`src/rtl/sig_pkg.sv`:
```
// Shared signal-controller package: pedestrian FSM state encodings and the
// lamp on/off levels also used by light1_2, light3 and control.
package sig_pkg;

  // Pedestrian crossing phases
  typedef enum logic [2:0] {
    ST_IDLE  = 3'd0,
    ST_REQ   = 3'd1,
    ST_WALK  = 3'd2,
    ST_FLASH = 3'd3,
    ST_GAP   = 3'd4
  } ped_state_e;

  // Lamp drive levels
  localparam logic LAMP_ON  = 1'b1;
  localparam logic LAMP_OFF = 1'b0;

endpackage

```
`src/rtl/btn_debounce.sv`:
```
// Push-button conditioner: two-flop synchroniser, stable-high counter and a
// re-arm latch so that each qualified press produces exactly one pulse.
module btn_debounce #(
  parameter int DEBOUNCE_CYC = 2,
  parameter int CNT_W        = 8
) (
  input  logic clk,
  input  logic reset,
  input  logic btn_raw,
  output logic press_pulse
);

  // The pulse fires on the edge that completes the DEBOUNCE_CYC-th synced-high cycle.
  localparam logic [CNT_W-1:0] FIRE_AT = CNT_W'(DEBOUNCE_CYC - 1);
  localparam logic [CNT_W-1:0] ONE     = CNT_W'(1);

  logic             r_sync1;
  logic             r_sync2;
  logic             r_armed;
  logic [CNT_W-1:0] r_high_cnt;

  // Bring the asynchronous button into the clock domain
  always_ff @(posedge clk or posedge reset) begin
    if (reset) begin
      r_sync1 <= 1'b0;
      r_sync2 <= 1'b0;
    end else begin
      r_sync1 <= btn_raw;
      r_sync2 <= r_sync1;
    end
  end

  // Combinational so the FSM acts on the same edge that qualifies the press
  assign press_pulse = r_armed & r_sync2 & (r_high_cnt == FIRE_AT);

  // Count consecutive synced-high cycles; disarm after firing until the button is seen low
  always_ff @(posedge clk or posedge reset) begin
    if (reset) begin
      r_high_cnt <= '0;
      r_armed    <= 1'b1;
    end else if (!r_sync2) begin
      r_high_cnt <= '0;
      r_armed    <= 1'b1;
    end else if (press_pulse) begin
      r_high_cnt <= '0;
      r_armed    <= 1'b0;
    end else if (r_armed) begin
      r_high_cnt <= r_high_cnt + ONE;
    end
  end

endmodule

```
`src/rtl/ped_crossing_req.sv`:
```
// Pedestrian-crossing request front end: debounced button, held request to
// control, walk/flash/don't-walk lamp sequencing and a minimum gap between
// served requests. All outputs come straight from registers.
module ped_crossing_req
  import sig_pkg::*;
#(
  parameter int DEBOUNCE_CYC = 2,
  parameter int WALK_CYC     = 10,
  parameter int FLASH_CYC    = 5,
  parameter int MIN_GAP_CYC  = 20,
  parameter int CNT_W        = 8
) (
  input  logic clk,
  input  logic reset,
  input  logic btn_raw,
  input  logic veh_safe,
  output logic ped_req,
  output logic ped_done,
  output logic req_pending,
  output logic walk,
  output logic dont_walk
);

  localparam logic [CNT_W-1:0] WALK_LD  = CNT_W'(WALK_CYC);
  localparam logic [CNT_W-1:0] FLASH_LD = CNT_W'(FLASH_CYC);
  localparam logic [CNT_W-1:0] GAP_LD   = CNT_W'(MIN_GAP_CYC);
  localparam logic [CNT_W-1:0] ONE      = CNT_W'(1);

  ped_state_e       r_state;
  ped_state_e       w_state_nxt;
  logic [CNT_W-1:0] r_cnt;
  logic [CNT_W-1:0] w_cnt_nxt;
  logic             w_cnt_last;

  logic r_ped_req;
  logic r_ped_done;
  logic r_req_pending;
  logic r_walk;
  logic r_dont_walk;

  logic w_ped_req_nxt;
  logic w_ped_done_nxt;
  logic w_req_pending_nxt;
  logic w_walk_nxt;
  logic w_dont_walk_nxt;

  logic w_press;

  btn_debounce #(
    .DEBOUNCE_CYC (DEBOUNCE_CYC),
    .CNT_W        (CNT_W)
  ) u_btn_debounce (
    .clk         (clk),
    .reset       (reset),
    .btn_raw     (btn_raw),
    .press_pulse (w_press)
  );

  // Phase ends on the edge where the counter reads 1 (also guards against 0)
  assign w_cnt_last = (r_cnt <= ONE);

  // Next-state, phase counter and next-output decode
  always_comb begin
    w_state_nxt       = r_state;
    w_cnt_nxt         = r_cnt;
    w_ped_req_nxt     = r_ped_req;
    w_ped_done_nxt    = 1'b0;
    w_req_pending_nxt = r_req_pending;
    w_walk_nxt        = r_walk;
    w_dont_walk_nxt   = r_dont_walk;

    case (r_state)
      ST_IDLE: begin
        w_walk_nxt      = LAMP_OFF;
        w_dont_walk_nxt = LAMP_ON;
        // veh_safe on the same edge is deliberately not looked at here
        if (w_press) begin
          w_state_nxt       = ST_REQ;
          w_ped_req_nxt     = 1'b1;
          w_req_pending_nxt = 1'b1;
        end
      end

      ST_REQ: begin
        w_ped_req_nxt = 1'b1;
        if (veh_safe) begin
          w_state_nxt       = ST_WALK;
          w_cnt_nxt         = WALK_LD;
          w_req_pending_nxt = 1'b0;
          w_walk_nxt        = LAMP_ON;
          w_dont_walk_nxt   = LAMP_OFF;
        end
      end

      ST_WALK: begin
        // Losing veh_safe cuts steady walk short but still gives the full flash
        if (!veh_safe || w_cnt_last) begin
          w_state_nxt     = ST_FLASH;
          w_cnt_nxt       = FLASH_LD;
          w_walk_nxt      = LAMP_ON;
          w_dont_walk_nxt = LAMP_OFF;
        end else begin
          w_cnt_nxt = r_cnt - ONE;
        end
      end

      ST_FLASH: begin
        if (w_press) begin
          w_req_pending_nxt = 1'b1;
        end
        if (w_cnt_last) begin
          w_state_nxt     = ST_GAP;
          w_cnt_nxt       = GAP_LD;
          w_ped_done_nxt  = 1'b1;
          w_ped_req_nxt   = 1'b0;
          w_walk_nxt      = LAMP_OFF;
          w_dont_walk_nxt = LAMP_ON;
        end else begin
          w_cnt_nxt  = r_cnt - ONE;
          w_walk_nxt = ~r_walk;
        end
      end

      ST_GAP: begin
        if (w_press) begin
          w_req_pending_nxt = 1'b1;
        end
        if (w_cnt_last) begin
          // A press arriving on the final gap edge still counts as latched
          if (r_req_pending || w_press) begin
            w_state_nxt   = ST_REQ;
            w_ped_req_nxt = 1'b1;
          end else begin
            w_state_nxt = ST_IDLE;
          end
        end else begin
          w_cnt_nxt = r_cnt - ONE;
        end
      end

      default: begin
        w_state_nxt       = ST_IDLE;
        w_cnt_nxt         = '0;
        w_ped_req_nxt     = 1'b0;
        w_req_pending_nxt = 1'b0;
        w_walk_nxt        = LAMP_OFF;
        w_dont_walk_nxt   = LAMP_ON;
      end
    endcase
  end

  // State, counter and output registers; reset forces the idle lamp picture at once
  always_ff @(posedge clk or posedge reset) begin
    if (reset) begin
      r_state       <= ST_IDLE;
      r_cnt         <= '0;
      r_ped_req     <= 1'b0;
      r_ped_done    <= 1'b0;
      r_req_pending <= 1'b0;
      r_walk        <= LAMP_OFF;
      r_dont_walk   <= LAMP_ON;
    end else begin
      r_state       <= w_state_nxt;
      r_cnt         <= w_cnt_nxt;
      r_ped_req     <= w_ped_req_nxt;
      r_ped_done    <= w_ped_done_nxt;
      r_req_pending <= w_req_pending_nxt;
      r_walk        <= w_walk_nxt;
      r_dont_walk   <= w_dont_walk_nxt;
    end
  end

  assign ped_req     = r_ped_req;
  assign ped_done    = r_ped_done;
  assign req_pending = r_req_pending;
  assign walk        = r_walk;
  assign dont_walk   = r_dont_walk;

endmodule
```
`config.mk`:
```
export PLATFORM = sky130hd
export DESIGN_NAME = ped_crossing_req
export DESIGN_NICKNAME = d
export VERILOG_FILES = /design/src/rtl/sig_pkg.sv /design/src/rtl/btn_debounce.sv /design/src/rtl/ped_crossing_req.sv
export SDC_FILE = /design/constraint.sdc
export NUM_CORES = 1
export LEC_CHECK = 0
export ABC_CLOCK_PERIOD_IN_PS = 2200
export CORE_UTILIZATION = 42
export CTS_CLUSTER_DIAMETER = 50
export DETAILED_ROUTE_END_ITERATION = 16
export HOLD_SLACK_MARGIN = 0.05
export PLACE_DENSITY = 0.68
export SYNTH_ARGS = -nofsm -noshare
export SYNTH_HDL_FRONTEND = slang
export SYNTH_SLANG_ARGS = --single-unit
```
`constraint.sdc`:
```
create_clock -name clk -period 2.2 [get_ports clk]
set_input_delay 0.22 -clock clk [delete_from_list [all_inputs] [get_ports clk]]
set_output_delay 0.22 -clock clk [all_outputs]
set_load 0.02 [all_outputs]
```
# == Word level (Yosys, flattened, before mapping) ==
# Index checks and enable logic that the tools add are counted.
# totals
regBits,27
inputBits,4
wordCells,79
# classes
add_sub_neg,2
n_lt_le_gt_ge,1
n_eq_ne,15
muxes,33
bitwise,6
n_reduce_logical,11
# op_table
operator,count
two-way mux 8 bit,7
case mux 8 bit (5 select lines),1
"inequality test 2 bit, second input constant",8
two-way mux 1 bit,15
two-way mux 3 bit,5
case mux 3 bit (5 select lines),1
AND reduction 5 bit,2
AND reduction 3 bit,3
"adder 8 x 1 -> 8 bit, second input constant",1
"equality test 8 x 1 -> 1 bit, second input constant",1
"less-or-equal comparator 8 x 1 -> 1 bit, second input constant",1
case mux 1 bit (4 select lines),2
"subtractor 8 x 1 -> 8 bit, second input constant",1
"equality test 3 x 2 -> 1 bit, second input constant",2
case mux 1 bit (5 select lines),1
NOT 1 bit,4
AND reduction 4 bit,1
"equality test 3 x 1 -> 1 bit, second input constant",1
"equality test 3 bit, second input constant",1
zero test 3 bit,1
"inequality test 3 bit, second input constant",1
case mux 1 bit (3 select lines),1
OR reduction 3 bit,1
bitwise AND 1 bit,2
other kinds (3),4

# == Logic depth before layout (Yosys ltp) ==
# Gate-level depths: netlist of run 1.
# depth
word_depth,6
ltp_mapped,8

# == Hierarchy ==
# Synthesis of run 1 repeated with hierarchy kept, for this count alone.
# unflattened
cells_unflattened,187
area_unflattened_um2,1645.3
# by_module_without_submodules
module,instances,cells_each,area_each_um2,seq_area_each_um2
ped_crossing_req,1,134,1102.3,401.6
btn_debounce,1,53,543.0,276.5

# == Least setup slack after synthesis of run 1 ==
# No wires, ideal clock.
# synth_path
kind,register to register
start,reg r_cnt[0]
end,"reg r_walk, in the netlist walk"
t_arrival_ps,1705
required_ps,2070
path_slack_ps,364
path_stages_with_launch,8
period_less_slack_ps,1836
cell_sequence,dfrtp_1 inv_1 ha_1 clkbuf_1 o211ai_1 nand2_1 a222oi_1 o21ai_0
# synth_between
elab_chain_len,4
word_cells_on_any_way,6
cone_classes,order compare (1); eq/ne (1); mux (2); reduce/logical (2)
# synth_rtl
element,line,text
start: declaration,ped_crossing_req.sv:31,logic [CNT_W-1:0] r_cnt;
start signal: assignment,ped_crossing_req.sv:164,r_cnt <= w_cnt_nxt;
less-or-equal comparator 8 x 1 -> 1 bit *,ped_crossing_req.sv:60,assign w_cnt_last = (r_cnt <= ONE);
logical OR 1 bit,ped_crossing_req.sv:97,if (!veh_safe || w_cnt_last) begin
inequality test 2 bit (no source line),-,
AND reduction 3 bit (no source line),-,
end signal: assignment,ped_crossing_req.sv:168,r_walk <= w_walk_nxt;
end: declaration,ped_crossing_req.sv:38,logic r_walk;
# Every way passes the cells marked *; elsewhere a longest branch is shown, timed or not.
# A chain may end at the register's enable or synchronous reset.

# == Worst setup path after layout of run 1 ==
# layout_path
start,reg r_cnt[0]
end,reg r_cnt[6]
# layout_between
elab_chain_len,4
word_cells_on_any_way,9
cone_classes,add/sub (1); order compare (1); eq/ne (1); mux (4); reduce/logical (2)
# layout_rtl
element,line,text
less-or-equal comparator 8 x 1 -> 1 bit,ped_crossing_req.sv:60,
logical OR 1 bit,ped_crossing_req.sv:97,
two-way mux 8 bit,ped_crossing_req.sv:97,
case mux 8 bit (5 select lines),ped_crossing_req.sv:72,case (r_state)
# Parallel ways exist; a longest one is shown, timed or not. The select of a mux whose other input is x is not followed.

==> results.toml, run 1 <==
[run_status]
status = "finished clean"

[timing]
rsz0062_at_grt = "false"
fin_crit_sh = 0.931
slew_headroom = 0.506
clock-skew-final_ns = 0.00257
period_needed_ns = 2.05
hold_viol_final = 0
tightest_slew_ns = 0.734
drv_slew = 0
setup_tns_ns = 0
fmax_mhz = 488
setup_viol = 0

[yosys]
syn-num-nets = 191
ys_seq_elements = 27
synthMuxAreaShare = 0
ys_seq_area_frac = 0.423
yosysWarnings = 0
synth-compound-area-share = 0.280
ys.flop_type = "dfrtp_1"
synth_enable_flop_cells = 0
async_flop_share = 1.00
avgSynthCellArea_um2 = 8.75
synth_cell_types = 47
netlist_area_um2 = 1600
yosys.area_share.simple = 0.209
synth-xor-area-share = 0.0109
synthAdderAreaFrac = 0.0313
synth_top_family_by_area = "compound AO/OA/AOI/OAI gates"
synthCells = 183

[floorplanning]
std_cell_rows = 22
dieHeight_um = 63.8
core_area_um2 = 3660
dieArea_um2 = 4060
num_io_pins = 9
start_util = 0.437
die_x_um = 63.8

[placed_design]
hpwl_um = 2490
placed_cells = 236
port_buffers = 8
place.gp.congestion = 0.882

[setup_path]
path_max_fanout = 12
critical_path_class = "reg2reg"
cp-end-kind = "register"
crit_path_start_kind = "register"
crit_arrival_ns = 2.24
required_ns = 2.39

[finish]
layout-drive-gt1-share = 0.0833
final_cell_count_no_fill = 240
diodes = 0
nets = 201
syn2layout_area_growth_pct = 10.9
nFillCells = 338

[power_and_ir_drop]
cellPowerDensity_nw_per_um2 = 1310
leakage_nw = 0.749
p_int_w = 0.00129
irDropWorstVdd_mv = 0.808
clock_power_share = 0.120
swShare = 0.447
switchingPower_w = 0.00104
seq_power_share = 0.366
combPwrFrac = 0.514

[route]
drtIter0Drc = 64
routed_wl_um = 3530
routed_via_density = 5.85
wl_per_cell_um = 14.7
route.detailed.drc = 0
first_pass_iters = 4
vias = 1404
ant_nets = 0

[run]
maxCapViolCount = 0

[clock_tree]
clk_pin_slew_ns = 0.09
cts_root_buffer = "clkbuf_8"
cts.sinks = 27
ctsLongestPathBuffers = 2
cts-buffers-inserted = 3
cts.htree.levels = 1
cts_tree = "yes"
clock_latency_ns = 0.27
post_cts_buffers = 0
hold_buffers = 0

[global_route]
grt_usage = 0.188
antenna_found_initial = 0
grt_overflow_total = 0
grt_pass1_wl_um = 6100
grt_pass1_vias = 1323
grt_max_degree = 28

[worst_hold_path]
worstHoldPathType = "in2async"
## cell usage in the layout, fill, tap and decap left out, types with 2 or more instances in the layout
cell type | netlist | routed
a21oi_1 | 10 | 10
a31oi_1 | 7 | 7
a32oi_1 | 2 | 2
a41oi_1 | 2 | 2
and2b_1 | 2 | 2
and3_1 | 3 | 3
buf_4 | 3 | 4
clkbuf_8 | 0 | 3
clkdlybuf4s50_1 | 0 | 8
dfrtp_1 | 25 | 25
dfstp_2 | 2 | 2
ha_1 | 4 | 4
inv_1 | 8 | 8
nand2_1 | 23 | 23
nand2b_1 | 4 | 4
nand3_1 | 4 | 4
nor2_1 | 16 | 16
nor2b_1 | 3 | 3
nor3_1 | 2 | 2
nor4_1 | 2 | 2
o211ai_1 | 2 | 2
o21a_1 | 2 | 2
o21ai_0 | 25 | 24
o22ai_1 | 3 | 3
o31ai_1 | 3 | 3
xor2_1 | 2 | 2
## flip-flops by register name, indices dropped and copies added (netlist names)
signal / count
dont_walk: 1
ped_done: 1
ped_req: 1
r_cnt: 8
r_state: 3
req_pending: 1
u_btn_debounce.r_armed: 1
u_btn_debounce.r_high_cnt: 8
u_btn_debounce.r_sync1: 1
u_btn_debounce.r_sync2: 1
walk: 1
## power by group through the flow
stage               Sequential (W)  Clock [W]  Combinational, W
floorplan                 0.000822          0          0.000920
global placement          0.000849          0           0.00115
detailed placement        0.000858          0           0.00118
CTS                       0.000846   0.000293           0.00119
global route              0.000878   0.000306           0.00133
finish                    0.000852   0.000279           0.00119
## path summary, 6_finish.rpt
check                                          to  slack, ns  depth (start not counted)              startpoint
setup / recovery                         r_cnt[6]       0.15                          6                r_cnt[0]
hold / removal                           ped_done       0.31                          3                   reset
setup reg to reg                         r_cnt[6]       0.15                          6                r_cnt[0]
hold reg to reg            u_btn_debounce.r_sync2       0.37                          0  u_btn_debounce.r_sync1
max in group asynchronous  u_btn_debounce.r_armed       1.60                          3                   reset
min in group clk           u_btn_debounce.r_sync2       0.37                          0  u_btn_debounce.r_sync1
## metrics by stage
step	hold slack [ns]	utilization	total power [W]	cell area [µm²]	setup slack (ns)
4_1_cts	0.319	0.485	0.00233	1780	0.132
6_report	0.308	0.485	0.00233	1780	0.151
3_3_place_gp	0.339	0.472	0.00200	1730	0.284
2_1_floorplan	0.251	-	0.00174	1600	0.364
3_5_place_dp	0.349	0.472	0.00204	1730	0.178
5_1_grt	0.363	0.485	0.00251	1780	0.0343
## layout make-up
type | count | area, µm² | share of cell area
clock buffers | 3 | 41.3 | 0.0233
clock inverters | 1 | 5.00 | 0.00282
inverters | 8 | 30.0 | 0.0169
multi-input cells | 141 | 851 | 0.479
flip-flops and latches | 27 | 678 | 0.382
well taps | 48 | 60.1 | 0.0338
repair buffers | 12 | 110 | 0.0620
## synth_stat cells (2+ instances only)
master	number	area (µm²)
xor2_1	2	17.5
nand2_1	23	86.3
a32oi_1	2	17.5
nand2b_1	4	25.0
o21ai_0	25	125
o211ai_1	2	15.0
dfstp_2	2	52.6
nor4_1	2	12.5
o31ai_1	3	22.5
a31oi_1	7	43.8
and3_1	3	18.8
a21oi_1	10	50.1
nor2b_1	3	18.8
nand3_1	4	20.0
ha_1	4	50.1
o22ai_1	3	18.8
inv_1	8	30.0
buf_4	3	22.5
nor2_1	16	60.1
a41oi_1	2	17.5
nor3_1	2	10.0
clkbuf_1	2	7.51
and2b_1	2	15.0
o21a_1	2	15.0
dfrtp_1	25	626
## worst max-delay path, stage by stage, from the launching register on
cell     delay [ns]
dfrtp_1        0.48
inv_1          0.08
ha_1           0.30
o211a_1        0.40
a21oi_1        0.38
a41oi_1        0.17
a31oi_1        0.17
## routing by layer
metal  track usage  routed length (µm)
met5             0                   0
met3        0.0214                 109
met4        0.0568                  22
met1         0.255                1700
met2         0.313                1700
## logic make-up after synthesis
logic type               Yosys count
AO/OA/AOI/OAI                     69
XOR/XNOR                           2
adder cells (fa/ha/maj)            4
buffers and inverters             15
flip-flops                        27
AND/OR/NAND/NOR                   66
## repair_timing
| item | in CTS | in global routing |
|---|---|---|
| endpoints found under the hold margin | 0 | 0 |
| setup endpoints to repair | 0 | 2 |
| gates resized for setup | 0 | 1 |
Note: power is estimated with default switching activity, not from simulation.
==> inputs of run 2 (changes only) <==
==> constraint.sdc (replaced) <==
create_clock -name clk -period 2.2 [get_ports clk]
set_input_delay 0.44 -clock clk [delete_from_list [all_inputs] [get_ports clk]]
set_output_delay 0.44 -clock clk [all_outputs]
set_load 0.02 [all_outputs]
==> results.toml, run 2 (synthesis gave the netlist of run 1 again) <==
[run_status]
status = "finished clean"

[global_route]
grt_max_degree = 23
antenna_found_initial = 0
grt_usage = 0.188
grt_pass1_wl_um = 6000
grt_pass1_vias = 1363
grt_overflow_total = 0

[floorplanning]
num_io_pins = 9
dieHeight_um = 63.8
core_area_um2 = 3660
die_x_um = 63.8
std_cell_rows = 22
dieArea_um2 = 4060
start_util = 0.437

[setup_path]
crit_chain = "inv_1 -> ha_1 -> o211a_1 -> o21ai_0 -> o311ai_0 -> o211ai_1"
path_max_fanout = 12
cp-end-kind = "register"
crit_buf_inv = 1
required_ns = 2.40
crit_family = "compound AO/OA/AOI/OAI gates"
crit_arrival_ns = 2.24
worst_path_largest_cell_delay_ns = 0.45
cp_slowest_cell = "o21ai_0"
crit_path_start_kind = "register"
critical_path_class = "reg2reg"

[finish]
diodes = 0
syn2layout_area_growth_pct = 12.0
layout-drive-gt1-share = 0.0928
final_cell_mix = "25 x o21ai_0, 25 x dfrtp_1, 23 x nand2_1"
reg.largest.list = "r_cnt: 8 flops, u_btn_debounce.r_high_cnt: 8 flops, r_state: 3 flops"
nets = 203
nFillCells = 356

[clock_tree]
cts_root_buffer = "clkbuf_8"
cts.htree.levels = 1
cts-buffers-inserted = 3
ctsLongestPathBuffers = 2
cts.sinks = 27
clk_pin_slew_ns = 0.10
post_cts_buffers = 0
cts_resized = 0
clock_latency_ns = 0.28
hold_buffers = 0
cts_tree = "yes"

[route]
drtIter0Drc = 55
routed_wl_um = 3560
vias = 1426
routed_via_density = 5.89
ant_nets = 0
wl_per_cell_um = 14.7
route.detailed.drc = 0
first_pass_iters = 4

[timing]
rsz0062_at_grt = "false"
period_needed_ns = 2.05
tightest_slew_ns = 0.710
fin_crit_sh = 0.931
clock-skew-final_ns = 0.00653
drv_slew = 0
holdWs_ns = 0.371
hold_viol_final = 0
fmax_mhz = 488
setup_viol = 0
slew_headroom = 0.523
setup_tns_ns = 0

[placed_design]
hpwl_um = 2580
place.gp.congestion = 0.890
port_buffers = 8

[power_and_ir_drop]
irDropWorstVdd_mv = 0.931
cellPowerDensity_nw_per_um2 = 1320
leakage_nw = 0.755

[run]
maxCapViolCount = 0

[worst_hold_path]
worstHoldPathType = "reg2reg"
## run 2: worst paths after layout
check	depth (start not counted)	slack, ns	start	end
worst min register to register	0	0.37	u_btn_debounce.r_sync1	u_btn_debounce.r_sync2
worst min-delay path	0	0.37	u_btn_debounce.r_sync1	u_btn_debounce.r_sync2
max in group asynchronous	3	1.18	reset	u_btn_debounce.r_armed
worst max-delay path	6	0.15	r_cnt[1]	r_cnt[3]
worst max register to register	6	0.15	r_cnt[1]	r_cnt[3]
min in group asynchronous	2	0.44	reset	r_cnt[5]
## run 2: metal layers
| layer | part of all wire | wire length, µm | global-route usage |
|---|---|---|---|
| met5 | 0 | 0 | 0 |
| met4 | 0.033 | 118 | 0.111 |
| met3 | 0.031 | 111 | 0.0321 |
| met2 | 0.46 | 1640 | 0.303 |
| met1 | 0.47 | 1690 | 0.236 |
## run 2: layout make-up
type	count	area, µm²	share of cell area
multi-input combinational	141	851	0.475
sequential	27	678	0.378
clock inverter	1	7.51	0.00419
clock buffer	3	41.3	0.0230
inverter	8	30.0	0.0167
timing repair buffer	14	125	0.0698
tap	48	60.1	0.0335
## run 2: worst reg2reg max path, stage by stage (launching register included)
cell and delay [ns]:
dfrtp_1 0.42, inv_1 0.08, ha_1 0.27, o211a_1 0.38
o21ai_0 0.45, o311ai_0 0.23, o211ai_1 0.13
## run 2: power by group
| group | internal, W | switching [W] |
|---|---|---|
| Clock | 0.000129 | 0.000162 |
| Sequential | 0.000642 | 0.000218 |
| Combinational | 0.000530 | 0.000686 |
| Total | 0.00130 | 0.00107 |
## run 2: per-stage QoR
stage / setup slack, ns / std cells / total power (W) / util / area (µm²)
finish: 0.153 / 242 / 0.00237 / 0.490 / 1790
detailed placement: 0.152 / 238 / 0.00205 / 0.476 / 1740
global route: 0.0580 / 242 / 0.00254 / 0.490 / 1790
global placement: 0.248 / 238 / 0.00201 / 0.476 / 1740
CTS: 0.204 / 242 / 0.00235 / 0.490 / 1790
floorplan: 0.364 / 183 / 0.00174 / - / 1600
==> inputs of run 3 (changes only) <==
- GPL_TIMING_DRIVEN: unset -> 0
==> results.toml, run 3 (synthesis gave the netlist of run 1 again) <==
[run_status]
status = "finished clean"

[clock_tree]
cts_root_buffer = "clkbuf_8"
clk_pin_slew_ns = 0.10
ctsLongestPathBuffers = 2
cts_tree = "yes"
hold_buffers = 0
clock_latency_ns = 0.28
cts.sinks = 27
cts-buffers-inserted = 3
cts.htree.levels = 1

[setup_path]
critical_path_class = "reg2reg"
crit_end = "r_cnt[3]"
required_ns = 2.40
crit_path_start_kind = "register"
rrSetupSlack_ns = 0.15
crit_arrival_ns = 2.26
cp-end-kind = "register"
r2r_end = "r_cnt[3]"
timing.rr.start = "r_cnt[0]"
crit_start = "r_cnt[0]"
reg2reg_depth = 7
path_max_fanout = 8

[floorplanning]
die_x_um = 63.8
dieArea_um2 = 4060
core_area_um2 = 3660
dieHeight_um = 63.8
start_util = 0.437
std_cell_rows = 22
num_io_pins = 9

[placed_design]
placed_cells = 238
post_dp_cell_area_um2 = 1730
pre_cts_ws_ns = -0.0142
port_buffers = 7
hpwl_um = 2360
place.gp.congestion = 0.891

[timing]
clock-skew-final_ns = 0.00437
slew_headroom = 0.331
tightest_slew_ns = 1.00
fmax_mhz = 487
hold_viol_final = 0
rsz0062_at_grt = "false"
final.setup.worst_slack_ns = 0.147
fin_crit_sh = 0.933
drv_slew = 0
setup_viol = 0
holdWs_ns = 0.363
period_needed_ns = 2.05

[route]
routed_wl_um = 3380
vias = 1401
first_pass_iters = 5
drtIter0Drc = 99
routed_via_density = 5.74
ant_nets = 0
wl_per_cell_um = 13.8
route.detailed.drc = 0

[power_and_ir_drop]
fin_total_pwr_w = 0.00239
irDropWorstVdd_mv = 0.712
leakage_nw = 0.758
cellPowerDensity_nw_per_um2 = 1330

[finish]
nets = 205
final_cell_count_no_fill = 244
diodes = 0
syn2layout_area_growth_pct = 12.3
fin_area_um2 = 1800
final_cell_mix = "25 x o21ai_0, 25 x dfrtp_1, 23 x nand2_1"
layout-drive-gt1-share = 0.102
reg.largest.list = "r_cnt: 8 flops, u_btn_debounce.r_high_cnt: 8 flops, r_state: 3 flops"

[global_route]
grt_overflow_total = 0
grt_max_degree = 28
grt_pass1_wl_um = 6130
grt_pass1_vias = 1390
antenna_found_initial = 0
grt_usage = 0.189

[worst_hold_path]
worstHoldPathType = "reg2reg"

[run]
maxCapViolCount = 0
## run 3: per-stage QoR
step / setup TNS [ns] / utilization
floorplan: 0 / -
global placement: -0.0117 / 0.473
detailed placement: -0.0231 / 0.473
CTS: 0 / 0.490
global route: 0 / 0.491
finish: 0 / 0.491
## run 3: final cells by class
class	instances	area [µm²]
inverter	8	30.0
sequential	27	678
tap	48	60.1
timing repair buffer	9	85.1
buffer	7	42.5
fill	336	1860
clock inverter	1	7.51
clock buffer	3	41.3
multi-input combinational	141	855
## run 3: power by group
group	internal [W]	switching, W
sequential	0.000643	0.000160
clock	0.000129	0.000165
combinational	0.000560	0.000734
total	0.00133	0.00106
## run 3: worst min path at each step
stage	cells past startpoint	startpoint	end	slack, ns
floorplan	0	u_btn_debounce.r_sync1	u_btn_debounce.r_sync2	0.33
global placement	0	u_btn_debounce.r_sync1	u_btn_debounce.r_sync2	0.34
global route	0	u_btn_debounce.r_sync1	u_btn_debounce.r_sync2	0.37
finish	0	u_btn_debounce.r_sync1	u_btn_debounce.r_sync2	0.36
detailed placement	0	u_btn_debounce.r_sync1	u_btn_debounce.r_sync2	0.34
CTS	0	u_btn_debounce.r_sync1	u_btn_debounce.r_sync2	0.37
## run 3: critical path, cell delays in order (launching register included)
cell and delay (ns):
dfrtp_1 0.51, inv_1 0.08, ha_1 0.19, clkbuf_1 0.18, o211a_1 0.26, o21ai_0 0.40
o311ai_0 0.23, o211ai_1 0.12
## run 3: layer usage
metal / vias up / wire length, µm / track usage
met4: 0 / 46 / 0.0767
met1: 673 / 1640 / 0.255
li1: 698 / - / -
met2: 24 / 1590 / 0.298
met5: - / 0 / 0
met3: 6 / 101 / 0.0321
## run 3: timing repair
action | 4_1_cts | 5_1_grt
pin swaps | 1 | 0
setup buffers | 2 | 0
setup endpoints to repair | 2 | 4
gates resized for setup | 0 | 1
